<file path="config.mk">
export PLATFORM = sky130hd
export DESIGN_NAME = spm_drv
export DESIGN_NICKNAME = d
export VERILOG_FILES = /design/src/rtl/spm_drv_pkg.sv /design/src/rtl/spm_drv.sv
export SDC_FILE = /design/constraint.sdc
export NUM_CORES = 1
export LEC_CHECK = 0
export CAP_MARGIN = 25
export CORE_AREA = 2 2 106 108
export DETAILED_ROUTE_END_ITERATION = 16
export DIE_AREA = 0 0 108 110
export DONT_BUFFER_PORTS = 1
export HOLD_SLACK_MARGIN = 0.06
export PLACE_DENSITY = 0.83
export SYNTH_ARGS = -nofsm -noshare
export SYNTH_HDL_FRONTEND = slang
export SYNTH_SLANG_ARGS = --single-unit
</file>
<file path="constraint.sdc">
create_clock -name clk -period 15.95 [get_ports clk]
set_input_delay 2.3925 -clock clk [delete_from_list [all_inputs] [get_ports clk]]
set_output_delay 2.3925 -clock clk [all_outputs]
set_load 0.005 [all_outputs]
</file>
<file path="src/rtl/spm_drv_pkg.sv">
// Shared types and sizing helpers for the spm_drv serial-parallel multiplier driver.
package spm_drv_pkg;

    localparam int DEF_SIZE  = 32;
    localparam int DEF_P_LAT = 1;
    localparam int PROD_W    = 2 * DEF_SIZE;

    typedef enum logic [1:0] {
        IDLE = 2'd0,
        CLR  = 2'd1,
        RUN  = 2'd2,
        DONE = 2'd3
    } spm_drv_state_t;

    // Ceiling log2, used to size the RUN counter (range 0 .. 2*SIZE+P_LAT-1).
    function automatic int clog2(input int v);
        int r;
        r = 0;
        for (int i = 0; i < 31; i++) begin
            if ((1 << i) < v) r = i + 1;
        end
        return r;
    endfunction

endpackage

</file>
<file path="src/rtl/spm_drv.sv">
// Operand/product streaming driver for one spm instance: CLR, bit-serial y, product shift-in.
// Build option: SPM_DRV_SIGNED_B_EN makes the multiplier b two's complement (sign-extended).
module spm_drv
    import spm_drv_pkg::*;
#(
    parameter int SIZE  = DEF_SIZE,
    parameter int P_LAT = DEF_P_LAT
) (
    input  logic              clk,
    input  logic              rst,
    input  logic              in_valid,
    output logic              in_ready,
    input  logic [SIZE-1:0]   in_a,
    input  logic [SIZE-1:0]   in_b,
    output logic              out_valid,
    input  logic              out_ready,
    output logic [2*SIZE-1:0] out_prod,
    output logic              busy_o,
    output logic [SIZE-1:0]   spm_x_o,
    output logic              spm_y_o,
    input  logic              spm_p_i,
    output logic              spm_rst_o
);

    localparam int PW = 2 * SIZE;
    localparam int CW = clog2(PW + P_LAT);
    localparam logic [CW-1:0] CNT_LAST = CW'(PW + P_LAT - 1);
    localparam logic [CW-1:0] CNT_PLAT = CW'(P_LAT);

    spm_drv_state_t  state, state_nx;
    logic [CW-1:0]   cnt;
    logic [SIZE-1:0] a_q;
    logic [PW-1:0]   bsh;
    logic [PW-1:0]   prod;
    logic [PW-1:0]   bext;

`ifdef SPM_DRV_SIGNED_B_EN
    assign bext = {{SIZE{in_b[SIZE-1]}}, in_b};
`else
    assign bext = {{SIZE{1'b0}}, in_b};
`endif

    always_comb begin
        state_nx = state;
        case (state)
            IDLE:    if (in_valid && in_ready) state_nx = CLR;
            CLR:     state_nx = RUN;
            RUN:     if (cnt == CNT_LAST) state_nx = DONE;
            DONE:    if (out_ready) state_nx = IDLE;
            default: state_nx = IDLE;
        endcase
    end

    // Every output is a flop driven from the next state, so no input reaches an output combinationally.
    always_ff @(posedge clk or posedge rst) begin
        if (rst) begin
            state     <= IDLE;
            cnt       <= '0;
            a_q       <= '0;
            bsh       <= '0;
            prod      <= '0;
            in_ready  <= 1'b0;
            out_valid <= 1'b0;
            busy_o    <= 1'b0;
            spm_x_o   <= '0;
            spm_y_o   <= 1'b0;
            spm_rst_o <= 1'b1;
        end else begin
            state     <= state_nx;
            in_ready  <= (state_nx == IDLE);
            out_valid <= (state_nx == DONE);
            busy_o    <= (state_nx != IDLE);
            spm_rst_o <= (state_nx == CLR);

            if (state_nx == IDLE)
                spm_x_o <= '0;
            else if (state == IDLE)
                spm_x_o <= in_a;
            else
                spm_x_o <= a_q;

            case (state)
                IDLE: begin
                    spm_y_o <= 1'b0;
                    cnt     <= '0;
                    if (state_nx == CLR) begin
                        a_q <= in_a;
                        bsh <= bext;
                    end
                end
                CLR: begin
                    // y bit 0 must be on the wire during the first RUN cycle.
                    cnt     <= '0;
                    spm_y_o <= bsh[0];
                    bsh     <= bsh >> 1;
                end
                RUN: begin
                    cnt     <= cnt + 1'b1;
                    spm_y_o <= bsh[0];
                    bsh     <= bsh >> 1;
                    // Product bit k appears P_LAT cycles after y bit k; shift in from the top, LSB lands at bit 0.
                    if (cnt >= CNT_PLAT)
                        prod <= {spm_p_i, prod[PW-1:1]};
                end
                default: ;
            endcase
        end
    end

    assign out_prod = prod;

endmodule

</file>
==> results of run 1 <==
-- flip-flops by register name, indices dropped and copies added (netlist names) --
| register | flops |
|---|---|
| in_ready | 1 |
| cnt | 7 |
| a_q | 32 |
| state | 2 |
| out_prod | 64 |
| spm_rst_o | 1 |
| spm_y_o | 1 |
| busy_o | 1 |
| out_valid | 1 |
| spm_x_o | 32 |
| bsh | 32 |
-- per-stage QoR --
| step | hold WS [ns] | power [mW] |
|---|---|---|
| CTS | 0.496 | 1.72 |
| detailed placement | 0.481 | 1.31 |
| global route | 0.510 | 1.80 |
| global placement | 0.470 | 1.27 |
| finish | 0.493 | 1.70 |
| floorplan | 0.457 | 1.19 |
-- per-layer routing --
metal | part of all wire [%] | GRT usage [%] | vias up
met3 | 9.3 | 9.58 | 20
met2 | 48 | 35.1 | 139
met5 | 0 | 0 | -
met4 | 2.0 | 9.71 | 0
li1 | - | - | 1742
met1 | 40 | 27.9 | 1918
-- power breakdown --
group | internal (mW) | switching, mW | total, mW | leakage [nW]
clock network | 0.239 | 0.165 | 0.404 | 0.282
logic | 0.331 | 0.286 | 0.617 | 1.21
registers | 0.593 | 0.0897 | 0.683 | 2.24
-- critical path: cells and delay by family --
family	cells	cell delay (ns)
mux	1	0.41
buf+inv	2	0.52
simple gates	1	0.18
compound gates	2	0.44
-- worst paths after layout --
| path | start | end | slack, ns | depth (start not counted) |
|---|---|---|---|---|
| max | out_ready | a_q[13] | 12.41 | 6 |
| max reg2reg | state[0] | bsh[8] | 13.28 | 6 |
| min reg2reg | a_q[25] | a_q[25] | 0.49 | 1 |
| min | a_q[25] | a_q[25] | 0.49 | 1 |
| min in group asynchronous | rst | cnt[4] | 1.88 | 1 |
| max in group asynchronous | rst | out_prod[49] | 12.93 | 3 |
-- synthesized netlist by cell type (2+ instances only) --
library cell    n  area share, %
a21oi_1         2           0.14
and3_1          2           0.17
buf_2          11           0.76
buf_6           3           0.47
clkbuf_1       11           0.57
dfrtp_1       173             60
ha_1            7            1.2
inv_1          10           0.52
mux2_2        158             25
mux2i_1        33            4.6
nand2_1         9           0.47
nand3_1         3           0.21
nand4b_1        2           0.24
nor2_1         44            2.3
nor2b_1         4           0.35
o211ai_1        2           0.21
o21ai_0         7           0.49
-- cell type report --
type / count / area share (%)
antenna: 1 / 0.0315
clock buffer: 18 / 5.26
clock inverter: 13 / 2.06
inverter: 10 / 0.535
multi-input combinational: 290 / 34.0
sequential: 174 / 54.8
tap: 140 / 2.20
timing repair buffer: 7 / 1.07
-- logic make-up (layout without fill, tap and decap cells) --
family                     count (synthesis)  after routing
muxes                                    192            192
DFF                                      174            174
and+or+nand+nor                           69             69
buffers and inverters                     35             48
AOI/OAI and AO/OA                         20             20
adders and majority gates                  7              7
xor gates and xnor gates                   2              2
other                                      0              1
==> metrics.md, run 1 <==
| Metric | Value |
|---|---|
| Status | completed |
| DR iter-0 viols | 221 |
| Clock tree buffer depth | 2 |
| Number of synthesized flops with an enable pin | 0 |
| Routed WL per cell | 19.6 um |
| Max Cap Viol | 0 |
| Mapped Cells | 499 |
| Area after DPL | 7330 um2 |
| Vias per cell | 5.85 |
| Peak VDD IR | 0.000145 V |
| #FFs+latches synth | 174 |
| Pins Over Slew Limit | 0 |
| Mux share of post-synthesis cell area | 29.5% |
| Min cycle time layout | 3.54 ns |
| Post-route setup TNS | 0 ns |
| Initial Utilization | 67.3% |
| Filler cell count in the final layout | 659 |
| Critical Path Start Type | input pin |
| Setup Fix Bufs, Post-CTS | 0 |
| Drt total wl | 12.8 mm |
| Gr ovfl total | 0 |
| Initial antenna violation count | 1 |
| Critical Path Fanout Max | 32 |
| Chip width | 108 um |
| Vias in the first global route | 3955 |
| Post_cts resized | 0 |
| Rel. slew slack | 46.0% |
| Largest family of logic cells by synthesized area | multiplexers |
| Global-route wire length before repair | 20.2 mm |
| GPL Wtd Cong | 0.763 |
| Area share of fa/ha/maj cells after synthesis | 1.22% |
| Via count | 3819 |
| Synth cell types | 35 |
| Final worst-path cycle share | 22.2% |
| Post-layout util | 74.3% |
| Die H | 110 um |
| Multi-input gate area | 2700 um2 |
| DP HPWL | 8.36 mm |
| CP peak stage delay | 0.41 ns |
| Crit path capture type | flop |
| Syn_nets | 575 |
| Worst slack, placed | 11.89 ns |
| CTS tree | yes |
| Placed Instances | 620 |
| Drt first pass iters | 4 |
| Simple-gate area share of the yosys netlist | 4.24% |
| Total track usage | 22.5% |
| Largest net degree at the start of global routing | 94 |
| Final setup fails | 0 |
| NumNets Final | 576 |
| TritonCTS buffer count | 17 |
| Die footprint | 11900 um2 |
| Synth Area in XOR/XNOR | 0.243% |
| Layout Skew | 0.00858 ns |
| Slew @ Worst Pin | 0.809 ns |
| CTS H-tree depth | 4 |
| Synth Area in Compound Gates | 2.02% |
| FF+latch area | 4360 um2 |
| Share of post-route cells with drive strength above 1 | 40.0% |
| Clk pin slew, worst setup/hold paths | 0.07 ns |
| Synth-to-Final Area Change | 10.4% |
| Fraction of registers with async set/reset | 100% |
| Max Clk Rate | 0.283 GHz |
| FP Rows | 38 |
| Syn Area/Cell | 14.4 um2 |
| CTS Hold Buffers Added | 0 |
| Most frequent cells in the layout | dfrtp_1, mux2_2, nor2_1, mux2i_1, clkbuf_16 |
| P per Cell Area | 214 nW/um2 |
| Post-Layout Cell Count | 653 |
| Buffers on Ports | 0 |
| Synth Cell Area | 7200 um2 |
| CP required | 16.36 ns |
| Hold Path Class | reg -> reg |
| Final routed DRC violation total | 0 |
| Worst endpoint data arrival time | 3.95 ns |
| Slowest CP cell | buf_4 |
| I/O pins | 170 |
| Clock Sinks | 174 |
| Crit Path Category | in -> reg |
| Root buffer cell | clkbuf_8 |
| Yosys warnings | 0 |
| Seq/Total Area, Yosys | 60.5% |
| Clock latency at the later pin of the worst-skew pair | 0.53 ns |
| Core footprint | 10700 um2 |
| LEAKAGE | 3.73 nW |
| Final worst setup slack | 12.41 ns |
| Prevailing post-synth register cell | dfrtp_1 |
| Post-route cell area | 7950 um2 |
| Most common cell after layout, fill and taps aside | dfrtp_1 |
| Final Hold Viols | 0 |
| Unrepaired setup endpoints after global routing | no |
| Critical path, cell by cell | nand2b_1 > a31o_2 > inv_1 > a211oi_4 > buf_4 > mux2_2 |
| Detail Route Antenna Nets | 0 |
Note: power is estimated with default switching activity, not from simulation.
==> inputs of run 2 (changes only) <==
- CORE_AREA: 2 2 106 108 -> 2 2 110 112
- DIE_AREA: 0 0 108 110 -> 0 0 112 114
- PLACE_DENSITY: 0.83 -> 0.78
- clock period: 15.95 -> 3.3 ns (I/O delays scaled with it)
==> run 2 against run 1 <==
Sequential cell count stayed put. Combinational power rose to 4.8 times the previous value. Routed wire length shrank 2.7%. Clock skew fell by 0.0018 ns. Count of clock-buffer cells in the layout is 3 higher. Cell count is 1.4% higher. Worst setup slack lost 12 ns. Sequential power rose to 4.8 times the previous value. Global-route usage is 2.2 points lower. Final area up 0.27%. Sequential share of layout area shrank 0.15 points. Non-clock buffer count up 2.
==> metrics.md, run 2 (synthesized netlist as in run 1, its figures left out) <==
| Metric | Value |
|---|---|
| Status | completed |
| Die H | 114 um (+3.6%) |
| Initial antenna violation count | 0 (-1) |
| Critical path depth in cells | 8 (+2) |
| Area after DPL | 7390 um2 (+0.75%) |
| Most common cell after layout, fill and taps aside | dfrtp_1 |
| Gr ovfl total | 0 (unchanged) |
| GR Util met1 | 23.9% (-4.0 points) |
| Worst endpoint data arrival time | 2.89 ns (-1.06 ns) |
| Most frequent cells in the layout | dfrtp_1, mux2_2, nor2_1, mux2i_1, clkbuf_16 |
| Filler cell count in the final layout | 838 (+27%) |
| Final Hold Viols | 0 (unchanged) |
| Buffers on Ports | 0 (unchanged) |
| Routed WL per cell | 18.8 um (-4.0%) |
| Unrepaired setup endpoints after global routing | no |
| Detail Route Antenna Nets | 0 (unchanged) |
| Busiest layer in global routing | met2 |
| Die footprint | 12800 um2 (+7.5%) |
| Share of post-route cells with drive strength above 1 | 40.4% (+0.35 points) |
| FP Rows | 40 (+5.3%) |
| Pwr Total | 8.17 mW (+380%) |
| Min cycle time layout | 2.59 ns |
| DR iter-0 viols | 210 (-5.0%) |
| Chip width | 112 um (+3.7%) |
| Drt total wl | 12.4 mm (-2.7%) |
| I/O pins | 170 (unchanged) |
| Clock Sinks | 174 (unchanged) |
| TritonCTS buffer count | 17 (unchanged) |
| Final worst-path cycle share | 78.4% |
| Via count | 3831 (+0.31%) |
| Worst Path Buf+Inv | 3 (+1) |
| Global-route wire length before repair | 20.3 mm (+0.41%) |
| Final worst setup slack | 0.713 ns (-11.70 ns) |
| Crit Path Category | reg -> reg |
| Number of flip-flops in the largest register | 64 (unchanged) |
| DP HPWL | 8.25 mm (-1.3%) |
| Crit path capture type | flop |
| Final setup fails | 0 (unchanged) |
| Slowest CP cell | buf_4 |
| Drt first pass iters | 4 (unchanged) |
| Post-route setup TNS | 0 ns (unchanged) |
| Core footprint | 11700 um2 (+9.5%) |
| Layout Skew | 0.00675 ns (-0.00183 ns) |
| Vias in the first global route | 4110 (+3.9%) |
| P per Cell Area | 1030 nW/um2 (+380%) |
| CTS tree | yes |
| Ant. Diodes | 0 (-1) |
| Largest net degree at the start of global routing | 105 (+12%) |
| Reg2reg path depth | 8 (+2) |
| Hold Path Class | in -> async |
| Final routed DRC violation total | 0 (unchanged) |
| Root buffer cell | clkbuf_16 |
| Setup Fix Bufs, Post-CTS | 0 (unchanged) |
| Critical path, cell by cell | inv_1 > ha_1 > nor2b_1 > a31o_2 > inv_1 > a211oi_4 > buf_4 > mux2_2 |
| Clock latency at the later pin of the worst-skew pair | 0.42 ns (-0.11 ns) |
| Global-route track usage on met2 | 32.3% (-2.8 points) |
| Met3 usage | 8.98% (-0.60 points) |
| Post_cts resized | 0 (unchanged) |
| Initial Utilization | 61.5% (-5.8 points) |
| CTS Hold Buffers Added | 0 (unchanged) |
| Post-route cell area | 7970 um2 (+0.27%) |
| Max Cap Viol | 0 (unchanged) |
| Synth-to-Final Area Change | 10.7% |
| Max Clk Rate | 0.386 GHz |
| Vias per cell | 5.79 (-1.0%) |
| NumNets Final | 578 (+0.35%) |
| Critical Path Fanout Max | 32 (unchanged) |
| Clk pin slew, worst setup/hold paths | 0.07 ns (about the same) |
| Delay-heaviest family, CP | buffers and inverters |
| Rel. slew slack | 43.5% (-2.5 points) |
| CP peak stage delay | 0.40 ns (about the same) |
| LEAKAGE | 3.74 nW (+0.19%) |
| Clock tree buffer depth | 2 (unchanged) |
| CTS H-tree depth | 4 (unchanged) |
| GPL Wtd Cong | 0.841 (+10%) |
| Pins Over Slew Limit | 0 (unchanged) |
| Critical Path Start Type | flop |
| Peak VDD IR | 0.000639 V (+340%) |
| CP required | 3.60 ns (-12.76 ns) |
| Worst slack, placed | 0.713 ns (-11.18 ns) |
| Crit path top cell by count | inv_1 |
| Slew @ Worst Pin | 0.847 ns (+0.0376 ns) |
| Total track usage | 20.3% (-2.2 points) |
| Final hold slack | 0.0994 ns (-0.394 ns) |
run 2: changes by cell type in the layout (fill, tap and decap cells not counted):
cell        previous run  this run
clkinv_4               2         4
clkinv_2               3         2
clkbuf_8               1         3
buf_16                 1         0
clkinvlp_4             2         3
buf_12                 1         3
bufinv_16              3         1
buf_4                  5         6
diode_2                1         0
inv_6                  4         2
clkbuf_16             16        17
run 2: worst paths after layout:
path	to	start	slack (ns)
setup / recovery	a_q[15]	state[0]	0.71
hold / removal	busy_o	rst	0.1
setup reg to reg	a_q[15]	state[0]	0.71
hold reg to reg	a_q[25]	a_q[25]	0.49
max in group asynchronous	out_prod[57]	rst	2.48
min in group clk	a_q[25]	in_a[25]	0.21
run 2: per-stage QoR:
step	utilization, %	std cells
5_1_grt	68.0	662
4_1_cts	68.0	662
2_1_floorplan	-	499
3_3_place_gp	63.1	630
6_report	68.0	662
3_5_place_dp	63.1	630
run 2: layout make-up:
type,instances,area (um2),share of cell area (%)
clock inverter,11,108,1.35
inverter,10,41.3,0.518
multi-input combinational,290,2700,33.9
timing repair buffer,9,105,1.32
clock buffer,21,470,5.90
sequential,174,4360,54.7
tap,147,184,2.31
run 2: power breakdown:
| part | switching (mW) | internal [mW] | total (mW) |
|---|---|---|---|
| clock | 0.794 | 1.11 | 1.90 |
| sequential | 0.421 | 2.87 | 3.29 |
| combinational | 1.36 | 1.62 | 2.98 |
run 2: metal layers:
metal	up-vias	part of all wire, %
li1	1738	-
met1	1944	39
met2	122	49
met3	27	9.3
met4	0	3.1
met5	-	0
==> inputs of run 3 (changes only) <==
- ABC_AREA: unset -> 1
- CORE_AREA: 2 2 110 112 -> 2 2 118 120
- DIE_AREA: 0 0 112 114 -> 0 0 120 122
- PLACE_DENSITY: 0.78 -> 0.74
- clock period: 3.3 -> 2.2 ns (I/O delays scaled with it)
==> run 3 against run 2 <==
Non-clock buffer count increased by 42. Clock skew up 0.0020 ns. Synthesized cell count grew 63%. Largest power group is now combinational cells. Highest routed layer unchanged. Cell count increased by 55%. Count of clock-buffer cells in the layout fell by 3. Largest cell class unchanged.
==> metrics.md, run 3 <==
| Metric | Value |
|---|---|
| Seq/Total Area, Yosys | 58.4% (-2.1 points) |
| Critical path, cell by cell | inv_1 > ha_2 > buf_4 > nand2_2 > buf_12 > nand2_1 > nand2_1 |
| Max Cap Viol | 0 (unchanged) |
| Root buffer cell | clkbuf_16 |
| Crit Path Category | reg -> reg |
| Clock latency at the later pin of the worst-skew pair | 0.43 ns (about the same) |
| Most frequent cells in the layout | nand2_1, dfrtp_1, nand3_1, a21oi_1, dlygate4sd3_1 |
| Clock tree buffer depth | 2 (unchanged) |
| Initial antenna violation count | 1 (+1) |
| Buffers on Ports | 0 (unchanged) |
| Clock Sinks | 174 (unchanged) |
| Yosys top cell area share | 58.1% (-2.1 points) |
| Crit path capture type | flop |
| Global-route wire length before repair | 27.9 mm (+38%) |
| Chip width | 120 um (+7.1%) |
| Sw power | 5.26 mW (+100%) |
| Worst endpoint data arrival time | 2.29 ns (-0.60 ns) |
| Vias per cell | 5.60 (-3.2%) |
| Slowest CP cell | buf_4 |
| Min cycle time layout | 1.98 ns (-0.605 ns) |
| CTS H-tree depth | 4 (unchanged) |
| Clk pwr share | 23.0% (-0.3 points) |
| CP required | 2.51 ns (-1.09 ns) |
| Synth-to-Final Area Change | 14.3% |
| NumNets Final | 906 (+57%) |
| Die H | 122 um (+7.0%) |
| Slew @ Worst Pin | 0.696 ns (-0.151 ns) |
| DP HPWL | 10.5 mm (+27%) |
| Status | completed |
| Post-layout util | 63.1% (-4.9 points) |
| Unrepaired setup endpoints after global routing | no |
| Multi-input gate area | 2740 um2 (+1.2%) |
| Core footprint | 13500 um2 (+15%) |
| Prevailing post-synth register cell | dfrtp_1 |
| Layout Skew | 0.00874 ns (+0.00200 ns) |
| Final routed DRC violation total | 0 (unchanged) |
| Final setup fails | 0 (unchanged) |
| Final worst setup slack | 0.218 ns (-0.495 ns) |
| Initial Utilization | 55.2% (-6.3 points) |
| Ant. Diodes | 0 (unchanged) |
| Via count | 5731 (+50%) |
| Pins Over Slew Limit | 0 (unchanged) |
| Most common cell after layout, fill and taps aside | nand2_1 |
| Yosys top cell by area | dfrtp_1 |
| Clk pin slew, worst setup/hold paths | 0.06 ns (about the same) |
| Internal power | 7.81 mW (+40%) |
| Worst slack, placed | 0.234 ns (-0.478 ns) |
| Rel. slew slack | 53.6% (+10 points) |
| I/O pins | 170 (unchanged) |
| Drt total wl | 17.1 mm (+38%) |
| Die footprint | 14600 um2 (+15%) |
| Largest net degree at the start of global routing | 78 (-26%) |
| Final Hold Viols | 0 (unchanged) |
| Number of synthesized flops with an enable pin | 0 (unchanged) |
| Peak VDD IR | 0.000856 V (+34%) |
| Yosys warnings | 0 (unchanged) |
| Synth Cell Area | 7460 um2 (+3.6%) |
| Share of post-route cells with drive strength above 1 | 11.5% (-29 points) |
| Pwr Total | 13.1 mW (+60%) |
| Comb pwr share | 40.4% (+3.9 points) |
| Most instantiated library cell after synthesis | nand2_1 |
| Total track usage | 24.1% (+3.8 points) |
| CP peak stage delay | 0.56 ns (+0.16 ns) |
| Mapped Cells | 815 (+63%) |
| FP Rows | 43 (+7.5%) |
| Syn_nets | 891 (+55%) |
| Critical Path Fanout Max | 68 (+110%) |
| Worst Path Buf+Inv | 3 (unchanged) |
| Flop pwr share | 36.6% (-3.6 points) |
| Detail Route Antenna Nets | 0 (unchanged) |
| Post-synth top cells | nand2_1, dfrtp_1, nand3_1 |
| Final hold slack | 0.0782 ns (-0.0212 ns) |
| Max Clk Rate | 0.505 GHz (+31%) |
| Synth cell types | 27 (-23%) |
| Hold Path Class | in -> reg |
| Filler cell count in the final layout | 1098 (+31%) |
| P per Cell Area | 1530 nW/um2 (+50%) |
| Gr ovfl total | 0 (unchanged) |
| Drt first pass iters | 5 (+1) |
| #FFs+latches synth | 174 (unchanged) |
| Number of flip-flops in the largest register | 64 (unchanged) |
| Setup Fix Bufs, Post-CTS | 0 (unchanged) |
| Synth area leaders | dfrtp_1, nand2_1, nand3_1, mux2_2, a21oi_1 |
| DR iter-0 viols | 540 (+160%) |
| Fraction of registers with async set/reset | 100% (unchanged) |
| GPL Wtd Cong | 0.819 (-2.6%) |
| Crit path top cell by count | nand2_1 |
| CTS tree | yes |
| Vias in the first global route | 5701 (+39%) |
| LEAKAGE | 4.39 nW (+18%) |
| FF+latch area | 4360 um2 (unchanged) |
| Routed WL per cell | 16.7 um (-11%) |
| Critical Path Start Type | flop |
| TritonCTS buffer count | 17 (unchanged) |
| Sw Ratio | 40.2% (+8.7 points) |
| Final worst-path cycle share | 90.1% (+12 points) |
| Delay-heaviest family, CP | buffers and inverters |
| Syn Area/Cell | 9.15 um2 (-37%) |
run 3: changes by cell type in the layout (fill, tap and decap cells not counted), sizes merged, moves of 8 or more:
| cell | delta |
|---|---|
| nor2 | -33 |
| dlygate4sd3 | +34 |
| inv | +9 |
| nand3 | +133 |
| buf | +8 |
| mux2 | -128 |
| nand2 | +326 |
| mux2i | -33 |
| a21oi | +34 |
run 3: final timing paths:
check / from / end / slack, ns / cells past startpoint
hold / removal: in_a[1] / a_q[1] / 0.08 / 2
max in group asynchronous: rst / out_prod[59] / 1.29 / 3
setup / recovery: state[0] / out_prod[54] / 0.22 / 7
min in group asynchronous: rst / spm_x_o[6] / 0.51 / 3
setup reg to reg: state[0] / out_prod[54] / 0.22 / 7
hold reg to reg: a_q[30] / a_q[30] / 0.48 / 2
run 3: logic make-up (layout without fill, tap and decap cells):
family,Yosys count,in the layout,synth area share (%)
AOI/OAI and AO/OA,41,41,2.94
adders and majority gates,7,7,1.17
buffers and inverters,71,99,5.05
DFF,174,174,58.4
muxes,31,31,4.68
and+or+nand+nor,491,491,27.8
run 3: worst register-to-register path, stage by stage, from the launching register on:
cell and delay, ns:
dfrtp_1 0.42, inv_1 0.13, ha_2 0.20, buf_4 0.56, nand2_2 0.15, buf_12 0.23, nand2_1 0.12, nand2_1 0.06
run 3: stage by stage:
stage               setup TNS [ns]  cell area (um2)  cells
detailed placement               0             7580    957
CTS                              0             8520   1023
global placement                 0             7580    957
floorplan                   -61.22             7460    815
finish                           0             8520   1023
global route                     0             8520   1023
run 3: power groups by stage:
stage	registers, mW	logic (mW)	clock network, mW
after floorplan	4.63	4.25	0
after global placement	4.79	4.96	0
after detailed placement	4.82	5.20	0
after CTS	4.78	5.27	3.08
after global routing	4.89	5.93	3.21
final	4.79	5.28	3.00
run 3: metal layers:
layer	vias to the layer above	wire length, um	global-route usage, %
met1	2836	6930	29.6
met2	210	8520	39.6
met3	25	1410	8.29
met5	-	0	0
met4	0	269	9.04
li1	2660	-	-
run 3: repair_timing:
| action | 4_1_cts | 5_1_grt |
|---|---|---|
| hold buffers | 34 | 0 |
| endpoints found under the hold margin | 235 | 0 |
| resized for setup | 0 | 0 |
run 3: area by class of cell:
class	instances	share of cell area [%]
Timing Repair Buffer	51	6.37
Sequential cell	174	51.1
Clock buffer	18	5.15
Clock inverter	14	1.84
Multi-Input combinational cell	570	32.1
Inverter	16	0.749
Tap cell	180	2.64
